## src/rtl/fetch_pkg.sv

```systemverilog
// -----------------------------------------------------------------------------
// fetch_pkg
// Shared definitions for the instruction fetch unit:
//   - default PC / instruction widths matching the 16x20 register_file store
//   - FSM state encoding (IDLE=0, ISSUE=1, WAIT=2, VALID=3)
// -----------------------------------------------------------------------------
package fetch_pkg;

  localparam int FETCH_ADDR_W = 4;
  localparam int FETCH_DATA_W = 20;

  typedef enum logic [1:0] {
    S_IDLE  = 2'd0,
    S_ISSUE = 2'd1,
    S_WAIT  = 2'd2,
    S_VALID = 2'd3
  } fetch_state_t;

endpackage : fetch_pkg

```

## src/rtl/instr_fetch_unit_if.sv

```systemverilog
// -----------------------------------------------------------------------------
// instr_fetch_unit_if
// Bundles the two buses of the fetch unit:
//   memory side : mem_address, mem_rd, mem_wr (out) / mem_out_data (in)
//   decode side : instr, instr_pc, instr_valid (out) / instr_ready (in)
// Modports:
//   master - the fetch unit
//   slave  - register_file + decode stage (or a testbench standing in for them)
// -----------------------------------------------------------------------------
interface instr_fetch_unit_if #(
  parameter int ADDR_W = 4,
  parameter int DATA_W = 20
);

  logic [ADDR_W-1:0] mem_address;
  logic              mem_rd;
  logic              mem_wr;
  logic [DATA_W-1:0] mem_out_data;

  logic [DATA_W-1:0] instr;
  logic [ADDR_W-1:0] instr_pc;
  logic              instr_valid;
  logic              instr_ready;

  modport master (
    output mem_address, mem_rd, mem_wr,
    input  mem_out_data,
    output instr, instr_pc, instr_valid,
    input  instr_ready
  );

  modport slave (
    input  mem_address, mem_rd, mem_wr,
    output mem_out_data,
    input  instr, instr_pc, instr_valid,
    output instr_ready
  );

endinterface : instr_fetch_unit_if

```

## src/rtl/fetch_perf_counters.sv

```systemverilog
// -----------------------------------------------------------------------------
// fetch_perf_counters
// Saturating 16-bit event counters for the fetch unit; only compiled when
// FETCH_PERF_EN is defined.
//   clk, reset  : clock, synchronous active-high reset (the only clear)
//   accept      : one instruction handed to decode this cycle
//   stall       : instruction presented but not accepted this cycle
//   fetch_count : accepted instructions, sticks at 16'hFFFF
//   stall_count : stalled cycles, sticks at 16'hFFFF
// -----------------------------------------------------------------------------
`ifdef FETCH_PERF_EN
module fetch_perf_counters (
  input  logic        clk,
  input  logic        reset,
  input  logic        accept,
  input  logic        stall,
  output logic [15:0] fetch_count,
  output logic [15:0] stall_count
);

  always_ff @(posedge clk) begin
    if (reset) begin
      fetch_count <= '0;
      stall_count <= '0;
    end else begin
      if (accept && fetch_count != 16'hFFFF) fetch_count <= fetch_count + 16'd1;
      if (stall  && stall_count != 16'hFFFF) stall_count <= stall_count + 16'd1;
    end
  end

endmodule : fetch_perf_counters
`endif

```

## src/rtl/instr_fetch_unit.sv

```systemverilog
// -----------------------------------------------------------------------------
// instr_fetch_unit
// Read-side initiator for the register_file instruction store. Walks a PC,
// issues one read per instruction and presents each word to decode over a
// valid/ready handshake. Sequence per instruction: ISSUE -> WAIT -> VALID.
// Ports:
//   clk, reset        : clock, synchronous active-high reset
//   start/start_addr  : in IDLE, begin fetching at start_addr
//   redirect/_addr    : branch taken, drop in-flight work, restart at target
//   halt              : stop after the current instruction is accepted
//   busy              : high in every state except IDLE
//   fetch_count       : accepted instructions   (FETCH_PERF_EN only, else 0)
//   stall_count       : valid & !ready cycles   (FETCH_PERF_EN only, else 0)
//   bus (master)      : register_file read port and decode handshake
// Build option: define FETCH_PERF_EN to include the performance counters.
// -----------------------------------------------------------------------------
module instr_fetch_unit
  import fetch_pkg::*;
#(
  parameter int ADDR_W = FETCH_ADDR_W,
  parameter int DATA_W = FETCH_DATA_W
) (
  input  logic              clk,
  input  logic              reset,
  input  logic              start,
  input  logic [ADDR_W-1:0] start_addr,
  input  logic              redirect,
  input  logic [ADDR_W-1:0] redirect_addr,
  input  logic              halt,
  output logic              busy,
  output logic [15:0]       fetch_count,
  output logic [15:0]       stall_count,
  instr_fetch_unit_if.master bus
);

  fetch_state_t      state, state_nxt;
  logic [ADDR_W-1:0] pc, pc_nxt;
  logic              halt_pend, halt_pend_nxt;
  logic              capture;
  logic              accept;

  logic [ADDR_W-1:0] mem_address_q;
  logic              mem_rd_q;
  logic [DATA_W-1:0] instr_q;
  logic [ADDR_W-1:0] instr_pc_q;
  logic              instr_valid_q;

  assign accept = instr_valid_q & bus.instr_ready;

  // Next-state logic. Redirect outranks halt; start only matters in IDLE.
  // NOTE: every signal driven here gets a default first so no path leaves it
  // unassigned, which would otherwise infer a latch.
  always_comb begin
    state_nxt     = state;
    pc_nxt        = pc;
    halt_pend_nxt = halt_pend;
    capture       = 1'b0;

    if (state == S_IDLE) begin
      if (start) begin
        pc_nxt    = start_addr;
        state_nxt = S_ISSUE;
      end
    end else if (redirect) begin
      // Re-entering ISSUE launches a fresh read at the target; the old read
      // data (if any) is simply never captured.
      pc_nxt        = redirect_addr;
      halt_pend_nxt = 1'b0;
      state_nxt     = S_ISSUE;
    end else begin
      if (halt) halt_pend_nxt = 1'b1;
      case (state)
        S_ISSUE: state_nxt = S_WAIT;
        S_WAIT: begin
          capture   = 1'b1;
          pc_nxt    = pc + ADDR_W'(1);
          state_nxt = S_VALID;
        end
        S_VALID: begin
          if (accept) begin
            // A halt arriving in the accept cycle still stops the fetch.
            if (halt_pend || halt) begin
              halt_pend_nxt = 1'b0;
              state_nxt     = S_IDLE;
            end else begin
              state_nxt = S_ISSUE;
            end
          end
        end
        default: state_nxt = S_IDLE;
      endcase
    end
  end

  // NOTE: sequential state uses non-blocking assignments only, so every flop
  // samples pre-edge values regardless of statement order.
  always_ff @(posedge clk) begin
    if (reset) begin
      state         <= S_IDLE;
      pc            <= '0;
      halt_pend     <= 1'b0;
      mem_address_q <= '0;
      mem_rd_q      <= 1'b0;
      instr_q       <= '0;
      instr_pc_q    <= '0;
      instr_valid_q <= 1'b0;
    end else begin
      state     <= state_nxt;
      pc        <= pc_nxt;
      halt_pend <= halt_pend_nxt;
      // Outputs are decoded from the next state so they line up with the state.
      mem_rd_q      <= (state_nxt == S_ISSUE);
      instr_valid_q <= (state_nxt == S_VALID);
      if (state_nxt == S_ISSUE) mem_address_q <= pc_nxt;
      if (capture) begin
        instr_q    <= bus.mem_out_data;
        instr_pc_q <= pc;
      end
    end
  end

  assign bus.mem_address = mem_address_q;
  assign bus.mem_rd      = mem_rd_q;
  assign bus.mem_wr      = 1'b0;
  assign bus.instr       = instr_q;
  assign bus.instr_pc    = instr_pc_q;
  assign bus.instr_valid = instr_valid_q;
  assign busy            = (state != S_IDLE);

`ifdef FETCH_PERF_EN
  fetch_perf_counters u_perf (
    .clk         (clk),
    .reset       (reset),
    .accept      (accept),
    .stall       (instr_valid_q & ~bus.instr_ready),
    .fetch_count (fetch_count),
    .stall_count (stall_count)
  );
`else
  assign fetch_count = 16'd0;
  assign stall_count = 16'd0;
`endif

endmodule : instr_fetch_unit

```

## src/flat_wrapper.sv

```systemverilog
// flat-port wrapper written by rule: the top's interface ports become plain ports
module instr_fetch_unit_flat import fetch_pkg::*;
#(
  parameter int ADDR_W = FETCH_ADDR_W,
  parameter int DATA_W = FETCH_DATA_W
)
  (clk, reset, start, start_addr, redirect, redirect_addr, halt, busy, fetch_count, stall_count, bus_mem_address, bus_mem_rd, bus_mem_wr, bus_mem_out_data, bus_instr, bus_instr_pc, bus_instr_valid, bus_instr_ready);
  instr_fetch_unit_if #(.ADDR_W(ADDR_W), .DATA_W(DATA_W)) bus_i ();
  input  logic clk;
  input  logic reset;
  input  logic start;
  input  logic [ADDR_W-1:0] start_addr;
  input  logic redirect;
  input  logic [ADDR_W-1:0] redirect_addr;
  input  logic halt;
  output logic busy;
  output logic [15:0] fetch_count;
  output logic [15:0] stall_count;
  output wire logic [$bits(bus_i.mem_address)-1:0] bus_mem_address;
  output wire logic [$bits(bus_i.mem_rd)-1:0] bus_mem_rd;
  output wire logic [$bits(bus_i.mem_wr)-1:0] bus_mem_wr;
  input wire logic [$bits(bus_i.mem_out_data)-1:0] bus_mem_out_data;
  output wire logic [$bits(bus_i.instr)-1:0] bus_instr;
  output wire logic [$bits(bus_i.instr_pc)-1:0] bus_instr_pc;
  output wire logic [$bits(bus_i.instr_valid)-1:0] bus_instr_valid;
  input wire logic [$bits(bus_i.instr_ready)-1:0] bus_instr_ready;
  assign bus_mem_address = bus_i.mem_address;
  assign bus_mem_rd = bus_i.mem_rd;
  assign bus_mem_wr = bus_i.mem_wr;
  assign bus_i.mem_out_data = bus_mem_out_data;
  assign bus_instr = bus_i.instr;
  assign bus_instr_pc = bus_i.instr_pc;
  assign bus_instr_valid = bus_i.instr_valid;
  assign bus_i.instr_ready = bus_instr_ready;
  instr_fetch_unit #(.ADDR_W(ADDR_W), .DATA_W(DATA_W)) u_core (.clk(clk), .reset(reset), .start(start), .start_addr(start_addr), .redirect(redirect), .redirect_addr(redirect_addr), .halt(halt), .busy(busy), .fetch_count(fetch_count), .stall_count(stall_count), .bus(bus_i));
endmodule
```

## config.mk

```make
export PLATFORM = sky130hd
export DESIGN_NAME = instr_fetch_unit_flat
export DESIGN_NICKNAME = d
export VERILOG_FILES = /design/src/rtl/fetch_pkg.sv /design/src/rtl/instr_fetch_unit_if.sv /design/src/rtl/fetch_perf_counters.sv /design/src/rtl/instr_fetch_unit.sv /design/src/flat_wrapper.sv
export SDC_FILE = /design/constraint.sdc
export NUM_CORES = 1
export LEC_CHECK = 0
export CORE_ASPECT_RATIO = 1.1
export CORE_MARGIN = 2
export CORE_UTILIZATION = 35
export CTS_CLUSTER_DIAMETER = 100
export CTS_CLUSTER_SIZE = 25
export DETAILED_ROUTE_END_ITERATION = 8
export PLACE_DENSITY_LB_ADDON = 0.3
export SLEW_MARGIN = 20
export SYNTH_ARGS = -nofsm -noshare
export SYNTH_HDL_FRONTEND = slang
export SYNTH_HIERARCHICAL = 1
export SYNTH_SLANG_ARGS = --single-unit
export TNS_END_PERCENT = 50
```

## constraint.sdc

```tcl
create_clock -name clk -period 1.4 [get_ports clk]
set_clock_uncertainty 0.1 [all_clocks]
set_input_delay 0.28 -clock clk [delete_from_list [all_inputs] [get_ports clk]]
set_output_delay 0.28 -clock clk [all_outputs]
set_load 0.01 [all_outputs]
```

==> results of run 1 <==
-- worst paths after layout --
path                  startpoint  slack (ns)                   endpoint
min          u_core/bus.instr[0]        0.35        u_core/bus.instr[0]
min reg2reg  u_core/bus.instr[0]        0.35        u_core/bus.instr[0]
max reg2reg      u_core/state[1]       -0.18  u_core/bus.mem_address[3]
max              u_core/state[1]       -0.18  u_core/bus.mem_address[3]
-- cell usage in the layout, fill, tap and decap left out, drive strengths merged, types with 2 or more instances in the layout --
master | Yosys | final
dfxtp | 37 | 37
a311oi | 3 | 3
nand3b | 2 | 2
o21ai | 3 | 3
mux2i | 4 | 4
inv | 3 | 3
buf | 42 | 35
conb | 1 | 33
nor3b | 3 | 3
xnor2 | 2 | 2
dlygate4sd2 | 0 | 30
clkbuf | 4 | 7
nor2 | 12 | 12
nor2b | 2 | 2
nand2 | 52 | 52
a21oi | 27 | 27
clkdlybuf4s50 | 0 | 31
a221o | 1 | 2
a211oi | 3 | 3
-- tightest hold or removal path: stages, from the launching register on --
cell and delay (ns):
dfxtp_1 0.31, nand2_1 0.05, a21oi_1 0.05
-- area by class of cell --
cell class,instances,area (sq um),area share
Clock buffer,7,86.3,0.0307
Inverter,3,13.8,0.00490
Multi-Input combinational cell,161,945,0.336
Sequential cell,37,746,0.265
Tap cell,58,72.6,0.0258
Timing Repair Buffer,98,947,0.337
-- power by group through the flow --
stage | Combinational, W | Sequential [W] | Clock [W]
detailed placement | 0.000526 | 0.00115 | 0
finish | 0.000593 | 0.00113 | 0.000738
global route | 0.000637 | 0.00113 | 0.000812
floorplan | 0.000299 | 0.00117 | 0
CTS | 0.000557 | 0.00113 | 0.000772
global placement | 0.000520 | 0.00115 | 0
-- logic make-up after synthesis --
group,count (synthesis)
AND/OR/NAND/NOR,77
adder cells (fa/ha/maj),1
flip-flops,37
AO/OA/AOI/OAI,42
buffers and inverters,49
multiplexers,5
XOR/XNOR,2
other,1
-- state kept, by name, summed over array words and instances (netlist names) --
name	flops
u_core/bus.mem_address	4
u_core/state	2
u_core/bus.instr_valid	1
u_core/bus.mem_rd	1
u_core/bus.instr	20
u_core/pc	4
u_core/bus.instr_pc	4
u_core/halt_pend	1
-- layer usage --
layer  share of wire  up-vias  global-route usage
li1                -      829                   -
met1            0.41      767               0.185
met2            0.52       61               0.278
met3           0.064        2              0.0444
met4          0.0017        0              0.0434
met5               0        -                   0
-- what timing repair did --
action                     in CTS  in global routing
resized for setup              49                 22
pin swaps                       4                  8
setup endpoints to repair      64                 36
buffers inserted                4                  2
cloned                          1                  0
-- stage by stage --
stage | total power (W) | utilization | area [sq um]
floorplan | 0.00147 | - | 1920
global placement | 0.00167 | 0.519 | 2580
detailed placement | 0.00168 | 0.519 | 2580
CTS | 0.00246 | 0.548 | 2720
global route | 0.00258 | 0.566 | 2810
finish | 0.00246 | 0.566 | 2810
==> flow_metrics.tcl, run 1 <==
set metrics [dict create \
    fp.dieW_um 72.2 \
    synth.most_common_cell "nand2_1" \
    port_buffers 64 \
    crit_fanout 5 \
    viasPerCell 4.56 \
    syn2layout_area_growth_pct 57.0 \
    fin_nets 341 \
    hp-class "reg2reg" \
    cts_root_buffer "clkbuf_8" \
    cts_sinks 37 \
    p_sw_frac 0.266 \
    ys_top_cells_by_area "dfxtp_1, buf_4, nand2_1" \
    yosys_warnings 6 \
    fin_cells 364 \
    synth_top_area_share 0.414 \
    cts_made_buffers 5 \
    p_int_w 0.00181 \
    place_ws_ns -0.517 \
    rsz0062_at_grt "yes" \
    yosysTopAreaCell "dfxtp_1" \
    status "finished, violations left" \
    p_seq_frac 0.459 \
    synth_async_sr_flop_share 0 \
    finalHoldViolCount 0 \
    track_usage 0.158 \
    synth-simple-area-share 0.202 \
    path_buf_inv 2 \
    holdPathStages 2 \
    critPathLaunchType "flop" \
    setup_viol 32 \
    drive_above_1_share 0.245 \
    fmax_mhz 634 \
    slowest_stage "dfxtp_4" \
    cp_data_required_time_ns 1.49 \
    synthAdderAreaFrac 0.00699 \
    cts_tree "built" \
    start_util 0.361 \
    grt_pass1_wl_um 7110 \
    netlist_area_sq_um 1790 \
    p_comb_frac 0.241 \
    powerDensity_nw_per_um2 875 \
    synth_compound_area_frac 0.147 \
    crit_path_end_kind "flop" \
    worst_slack_ns -0.178 \
    coreArea_sq_um 4970 \
    die_area_sq_um 5700 \
    dpl.hpwl_um 3220 \
    vdd_drop_max_v 0.000425 \
    wl_per_cell_um 12.6 \
    synth_common_cells "nand2_1, dfxtp_1, buf_4" \
    ys.flop_type "dfxtp_1" \
    h-tree-depth 2 \
    min_period_ns 1.58 \
    synth-seq-cells 37 \
    cts_buffer_depth 2 \
    cp_top_family "compound AO/OA/AOI/OAI gates" \
    cp_cell_sequence "buf_4, buf_4, nor3b_4, a221o_2, nor2_2, a311oi_2" \
    die_h_um 79.0 \
    muxShareOfSynthArea 0.0287 \
    pin_count 98 \
    drc 0 \
    synth_edf_count 0 \
    cp.arrival_ns 1.67 \
    n_antenna_cell 0 \
    grt_pass1_vias 1526 \
    initialDrtViolationCount 51 \
    fin_crit_sh 1.13 \
    post_synth_num_cell_types 37 \
    cellLeakagePower_nw 1.26 \
    cpMostUsedCell "buf_4" \
    grt_overflow 0 \
    globalplace.congestion 0.788 \
    cap_viol_max_count 0 \
    drt-total-wl_um 4580 \
    clk-insertion-delay-late_ns 0.28 \
    max_stage_delay_ns 0.36 \
    hold_ws_ns 0.349 \
    clockPowerShare 0.300 \
    fillers 476 \
    ant_nets 0 \
    violations "setup timing" \
    r2r_cells 6 \
    grt_max_degree 25 \
    syn-instance-count 214 \
    power_switching_w 0.000654 \
    cts_hold_repair.buffers 0 \
    antenna_found_initial 0 \
    worstSetupPathType "reg2reg" \
    crit_cells 6 \
    vias 1659 \
    slew_violations 0 \
    synth_xor_area_frac 0.00978 \
    first_pass_iters 4 \
    synth_area_per_cell_sq_um 8.37 \
    fin_setup_tns_ns -1.98 \
    dp.cells 350 \
    cts.clk_slew.worst_paths_ns 0.07 \
    num_rows 27 \
    synth_top_family_by_area "simple AND/OR/NAND/NOR gates" \
    ys_seq_area_frac 0.414 \
]
(Power assumes the default switching activity.)
==> run 2, diff against run 1 <==
--- a/config.mk
+++ b/config.mk
@@ -11,6 +11,7 @@
 export CTS_CLUSTER_DIAMETER = 100
 export CTS_CLUSTER_SIZE = 25
 export DETAILED_ROUTE_END_ITERATION = 8
+export MAX_ROUTING_LAYER = met4
 export PLACE_DENSITY_LB_ADDON = 0.3
 export SLEW_MARGIN = 20
 export SYNTH_ARGS = -nofsm -noshare
==> constraint.sdc (replaced) <==
create_clock -name clk -period 1.4 [get_ports clk]
set_clock_uncertainty 0.1 [all_clocks]
set_input_delay 0.35 -clock clk [delete_from_list [all_inputs] [get_ports clk]]
set_output_delay 0.35 -clock clk [all_outputs]
set_load 0.005 [all_outputs]
==> flow_metrics.tcl, run 2 (synthesis gave the netlist of run 1 again) <==
set metrics [dict create \
    final_cell_mix "nand2_1, conb_1, dlygate4sd2_1, clkdlybuf4s50_1, dfxtp_1" \
    cts_hold_repair.buffers 0 \
    powerDensity_nw_per_um2 855 \
    vdd_drop_max_v 0.000558 \
    worstReg2RegStart "u_core/state[1]" \
    grt_pass1_vias 1432 \
    clockPowerShare 0.299 \
    port_buffers 64 \
    p_seq_frac 0.472 \
    fin_nets 336 \
    ant_nets 0 \
    grt_max_degree 25 \
    cts_buffer_depth 2 \
    fp.dieW_um 72.2 \
    power_switching_w 0.000656 \
    r2r_cells 5 \
    violations "setup timing" \
    place_ws_ns -0.622 \
    first_pass_iters 4 \
    globalplace.congestion 0.857 \
    crit_path_end_kind "flop" \
    pin_count 98 \
    fillers 449 \
    largest_register_ffs 20 \
    syn2layout_area_growth_pct 56.6 \
    p_comb_frac 0.229 \
    clk-insertion-delay-late_ns 0.28 \
    hp-class "in2reg" \
    drt-total-wl_um 4900 \
    h-tree-depth 2 \
    track_usage 0.166 \
    holdPathEnd "u_core/bus.instr_valid" \
    finalHoldViolCount 0 \
    initialDrtViolationCount 71 \
    grt_overflow 0 \
    crit_fanout 5 \
    die_h_um 79.0 \
    rsz0062_at_grt "yes" \
    n_antenna_cell 0 \
    hold_ws_ns 0.331 \
    coreArea_sq_um 4970 \
    worstSetupPathType "reg2reg" \
    viasPerCell 4.67 \
    dpl.hpwl_um 2970 \
    drive_above_1_share 0.262 \
    dp.cells 343 \
    antenna_found_initial 0 \
    fin_cells 360 \
    cts_sinks 37 \
    worst_slack_ns -0.131 \
    cts_root_buffer "clkbuf_8" \
    p_int_w 0.00174 \
    start_util 0.361 \
    cts.clk_slew.worst_paths_ns 0.08 \
    cts_made_buffers 5 \
    critPathLaunchType "flop" \
    cellLeakagePower_nw 1.23 \
    fin_crit_sh 1.09 \
    cts_tree "built" \
    drc 0 \
    status "finished, violations left" \
    cp_data_required_time_ns 1.54 \
    min_period_ns 1.53 \
    cap_viol_max_count 0 \
    setup_viol 29 \
    slew_violations 0 \
    wl_per_cell_um 13.6 \
    postLayoutCoreUtil 0.565 \
    fmax_mhz 653 \
    cp.arrival_ns 1.67 \
    grt_pass1_wl_um 7180 \
    totalPowerFinal_w 0.00240 \
    final_common_cell "nand2_1" \
    vias 1681 \
    r2r_slack_ns -0.13 \
    regToRegEndpoint "u_core/bus.mem_address[0]" \
    die_area_sq_um 5700 \
    holdPathStages 2 \
    holdCritStartpoint "bus_instr_ready" \
    p_sw_frac 0.274 \
    num_rows 27 \
]
[run 2: through the flow]
step	TNS, ns	instance area, sq um
2_1_floorplan	-0.226	1920
3_3_place_gp	-16.64	2500
3_5_place_dp	-17.67	2500
4_1_cts	-0.662	2680
5_1_grt	-3.28	2800
6_report	-1.43	2800
[run 2: what timing repair did]
item,CTS,global route
setup endpoints to repair,64,35
pin swaps,8,5
buffers inserted,5,1
cloned,1,2
gates resized for setup,62,20
endpoints found under the hold margin,0,0
[run 2: how the worst max path moves through the flow]
stage	cells after the start	to	from
after floorplan	7	u_core/bus.mem_address[0]	u_core/state[1]
after global placement	5	u_core/bus.mem_address[3]	bus_instr_ready
after detailed placement	5	u_core/bus.mem_address[3]	bus_instr_ready
after CTS	4	busy	u_core/state[0]
after global routing	5	u_core/bus.mem_address[0]	u_core/state[1]
final	5	u_core/bus.mem_address[0]	u_core/state[1]
[run 2: power by group through the flow]
stage / Sequential (W) / Clock (W) / Combinational (W)
3_3_place_gp: 0.00116 / 0 / 0.000457
6_report: 0.00113 / 0.000718 / 0.000548
5_1_grt: 0.00114 / 0.000801 / 0.000589
2_1_floorplan: 0.00116 / 0 / 0.000278
4_1_cts: 0.00113 / 0.000744 / 0.000504
3_5_place_dp: 0.00115 / 0 / 0.000461
[run 2: area by class of cell]
type | count | area (sq um) | area share
inverter | 3 | 13.8 | 0.00491
clock buffer | 6 | 72.6 | 0.0259
sequential | 37 | 756 | 0.270
multi-input combinational | 161 | 952 | 0.340
timing repair buffer | 93 | 927 | 0.331
tap | 58 | 72.6 | 0.0259
clock inverter | 2 | 10.0 | 0.00357
[run 2: layer usage]
layer,track usage,part of all wire,vias up
met5,-,0,-
met4,0.0396,0.0069,0
met3,0.0393,0.086,6
met2,0.273,0.50,86
met1,0.205,0.41,766
li1,-,-,823
[run 2: worst max-delay path, cell delays in order, from the launching register on]
cell	delay, ns
dfxtp_4	0.37
buf_6	0.13
and4_4	0.15
a221o_2	0.45
nor3b_2	0.19
a21o_1	0.10
==> patch 1: new RTL, settings of run 2 <==
Set the package constant `FETCH_DATA_W` to 28 (it was 20).
--- a/src/rtl/fetch_pkg.sv
+++ b/src/rtl/fetch_pkg.sv
@@ -8,5 +8,5 @@
 
   localparam int FETCH_ADDR_W = 4;
-  localparam int FETCH_DATA_W = 20;
+  localparam int FETCH_DATA_W = 28;
 
   typedef enum logic [1:0] {
Interface: changed (resized bus_instr and bus_mem_out_data); port bits go from 98 to 114. The function was not compared with the original's and may differ.
==> patch 1 against run 2 <==
- the run still ends with setup timing left
- cell count rose by 19%
- die area up 14%
- area after synthesis increased by 14%
- total power grew 23%
- design area grew 27%
- wire length rose by 17%
- sequential cell count increased by 8
- highest routed layer unchanged
- setup slack gained 0.014 ns
==> patch 1: results <==
metrics = {
    "run_status": {
        "failed_checks": "setup timing",
        "status": "finished, violations left",
    },
    "pwr": {
        "ir_drop_uv": 664,
        "leakagePower_uw": 0.00164,
        "pwr_density_cell_mw_per_mm2": 832,
        "power.clock.fraction_pct": 32.0,
        "seqPwrFrac_pct": 46.5,
    },
    "critical_path": {
        "cell_family_contributing_the_most_delay_on_the_critical_path": "buffers and inverters",
        "worst_path_maximum_fanout": 3,
        "reg2reg_to": "u_core/bus.mem_address[1]",
        "critical_path.max_stage_delay_ns": 0.34,
        "count_of_cells_along_the_worst_register_to_register_path": 8,
    },
    "global_routing": {
        "grt_pass1_vias": 1883,
        "use_met1_pct": 22.8,
        "met3_use_gr_pct": 4.52,
        "global_route.usage.total_pct": 18.3,
        "globalRouteMet2Util_pct": 29.7,
        "grt_pass1_wl_um": 9240,
    },
    "place": {
        "place_area_mm2": 0.00294,
    },
    "timing": {
        "postLayoutSetupSlackWorst_ns": -0.116,
        "finalSetupViolations": 39,
    },
    "logic_synthesis": {
        "synth_top_cells_by_area": "sky130_fd_sc_hd__dfxtp_1, sky130_fd_sc_hd__buf_4, sky130_fd_sc_hd__nand2_1, sky130_fd_sc_hd__a21oi_1, sky130_fd_sc_hd__clkbuf_1",
        "synth-seq-area-share_pct": 44.0,
        "synth-xor-area-share_pct": 0.855,
    },
    "detailed_routing": {
        "wl_met2_um": 2840,
        "detailed_route_wire_length_on_metal_1_um": 2460,
        "wl_met3_um": 344,
        "drt_iter0_markers": 28,
    },
    "clock_tree": {
        "cts-resized-gates": 111,
    },
    "cells_and_area": {
        "drive_gt1_share_pct": 35.4,
        "final_net_count": 396,
    },
    "min_path": {
        "hp-start": "reset",
    },
}
## patch 1: final cells by class
cell class                      count  area share, %
Multi-Input combinational cell    184           35.5
Timing Repair Buffer              113           32.4
Sequential cell                    45           26.0
Tap cell                           77           2.72
Clock buffer                        5           1.94
Clock inverter                      2          0.987
Inverter                            4          0.494
## patch 1: stage by stage
step,std cells,hold WS [ns],utilization (%),TNS (ns)
after floorplan,281,0.353,-,-0.237
after global placement,409,0.340,51.5,-20.93
after detailed placement,409,0.347,51.5,-21.89
after CTS,429,0.261,59.2,-1.03
after global routing,430,0.274,62.3,-3.95
final,430,0.268,62.3,-1.49
## patch 1: worst max path at each step
stage	startpoint	to
after CTS	u_core/state[1]	u_core/bus.mem_address[0]
after global routing	u_core/state[1]	u_core/bus.mem_address[1]
final	u_core/state[1]	u_core/bus.mem_address[1]
after global placement	start	u_core/bus.mem_address[3]
after detailed placement	bus_instr_ready	u_core/bus.mem_address[3]
after floorplan	u_core/state[1]	u_core/bus.mem_address[0]
==> patch 2: new RTL, flow settings as in run 2 <==
Without the edit above. Encoding of `fetch_state_t`: now one-hot (4 bits for 4 states).
--- a/src/rtl/fetch_pkg.sv
+++ b/src/rtl/fetch_pkg.sv
@@ -10,9 +10,9 @@
   localparam int FETCH_DATA_W = 20;
 
-  typedef enum logic [1:0] {
-    S_IDLE  = 2'd0,
-    S_ISSUE = 2'd1,
-    S_WAIT  = 2'd2,
-    S_VALID = 2'd3
+  typedef enum logic [3:0] {
+    S_IDLE  = 4'b0001,
+    S_ISSUE = 4'b0010,
+    S_WAIT  = 4'b0100,
+    S_VALID = 4'b1000
   } fetch_state_t;
 
Function: same outputs for any inputs over 10 cycles, from zero or initial values and one cycle with reset high; not proved beyond that.
==> patch 2 against run 2 <==
- critical path depth grew 1
- critical endpoint is now u_core/bus.mem_address[3]
- sequential cell count is 2 higher
- setup slack got worse by 0.11 ns
- sequential share of layout area is 0.68 points lower
- wire length increased by 1.6%
- the run still ends with setup timing left
- total power increased by 22%
- die area up 7.5%
- area after synthesis up 8.0%
- design area is 9.2% higher
==> patch 2: results <==
metrics = {
    "global_routing": {
        "number_of_antenna_violations_at_the_first_check_in_global_routing": 0,
        "largest_net_degree_at_the_start_of_global_routing": 25,
        "use_met1_pct": 20.6,
        "met3_use_gr_pct": 5.52,
        "globalRouteMet2Util_pct": 27.9,
        "grt_pass1_vias": 1723,
        "grt_pass1_wl_um": 7960,
        "global_route.usage.total_pct": 17.4,
    },
    "critical_path": {
        "arrival_ns": 1.75,
        "worst_path_maximum_fanout": 6,
        "cp-startpoint": "u_core/state[0]",
        "setup.worst_path.end": "u_core/bus.mem_address[3]",
        "count_of_cells_along_the_worst_register_to_register_path": 6,
    },
    "min_path": {
        "worst_hold_path.endpoint": "u_core/bus.instr[17]",
        "timing.hold.worst_path_depth": 2,
        "min-delay-path-class": "flip-flop to flip-flop",
        "hp-start": "u_core/bus.instr[17]",
    },
    "place": {
        "routabilityCongestion": 0.799,
        "dp_hpwl_um": 3460,
        "detailedPlace.worstSlack_ns": -0.473,
        "place_area_mm2": 0.00272,
        "place_inst": 386,
        "io_buffer_count": 64,
    },
    "detailed_routing": {
        "detail_route.first_pass.iterations": 4,
        "drt_iter0_markers": 27,
        "wl_met2_um": 2530,
        "viasPerCell": 4.44,
        "detailed_route_wire_length_on_metal_1_um": 2070,
        "drt_wl_total_um": 4980,
        "wl_met3_um": 320,
    },
    "pwr": {
        "ir_drop_uv": 664,
        "leakagePower_uw": 0.00134,
        "switching_share_pct": 27.0,
    },
    "logic_synthesis": {
        "synth_top_cells_by_area": "sky130_fd_sc_hd__dfxtp_1, sky130_fd_sc_hd__buf_4, sky130_fd_sc_hd__nand2_1, sky130_fd_sc_hd__a21oi_1, sky130_fd_sc_hd__a211oi_2",
        "synth.cells.most_frequent": "sky130_fd_sc_hd__nand2_1, sky130_fd_sc_hd__dfxtp_1, sky130_fd_sc_hd__a21oi_1, sky130_fd_sc_hd__buf_4, sky130_fd_sc_hd__nor2_1",
        "synth-warning-count": 6,
        "async_set_or_reset_register_ratio_after_synthesis_pct": 0,
        "avgSynthCellArea_um2": 8.26,
        "synth-seq-area-share_pct": 40.4,
        "yosysUniqueCellTypes": 36,
    },
    "run_status": {
        "failed_checks": "setup timing",
        "status": "finished, violations left",
    },
    "timing": {
        "final_sum_of_negative_setup_slack_ns": -7.39,
        "finalSetupViolations": 38,
        "hold-worst-slack_ns": 0.349,
        "postLayoutSetupSlackWorst_ns": -0.239,
    },
    "cells_and_area": {
        "final_net_count": 362,
        "stdcell_count": 403,
        "antenna_cells": 0,
        "drive_gt1_share_pct": 31.7,
    },
    "clock_tree": {
        "cts-root-buf": "sky130_fd_sc_hd__clkbuf_8",
        "cts_inserted_buffers": 5,
        "clk_transition_reported_paths_ns": 0.08,
    },
}
==> patch 2: area by class of cell <==
type                       instances  area (um2)
sequential                        39         805
clock buffer                       6        82.6
multi-input combinational        178        1090
timing repair buffer             100         946
fill                             514        2300
tap                               75        93.8
clock inverter                     2        35.0
inverter                           3        11.3
==> patch 2: power groups by stage <==
stage                     registers (uW)  logic, uW  clock network [uW]
after floorplan                     1230        408                   0
after global placement              1260        615                   0
after detailed placement            1250        625                   0
after CTS                           1240        691                 994
after global routing                1250        770                1060
final                               1240        710                 970
==> patch 2: kinds of logic (layout without fill, tap and decap cells) <==
family | after synthesis | in the layout | synth area share (%)
and+or+nand+nor | 85 | 85 | 21.6
AOI/OAI and AO/OA | 51 | 51 | 16.1
buffers and inverters | 49 | 111 | 17.1
DFF | 39 | 39 | 40.4
xor gates and xnor gates | 4 | 4 | 1.81
muxes | 4 | 4 | 2.20
adders and majority gates | 1 | 1 | 0.647
other | 1 | 33 | 0.194
==> patch 2: what timing repair did <==
action	in CTS	in global routing
setup buffers	6	3
pin swaps	24	6
resized for setup	81	13
endpoints found under the hold margin	0	0
setup endpoints to repair	68	40
gates cloned	0	1
==> patch 2: worst max-delay path, cell delays in order (launching register included) <==
cell	delay, ns
sky130_fd_sc_hd__dfxtp_4	0.37
sky130_fd_sc_hd__nor4b_4	0.25
sky130_fd_sc_hd__buf_4	0.18
sky130_fd_sc_hd__nand4_1	0.16
sky130_fd_sc_hd__xnor2_2	0.23
sky130_fd_sc_hd__a21oi_4	0.09
sky130_fd_sc_hd__a211oi_2	0.17
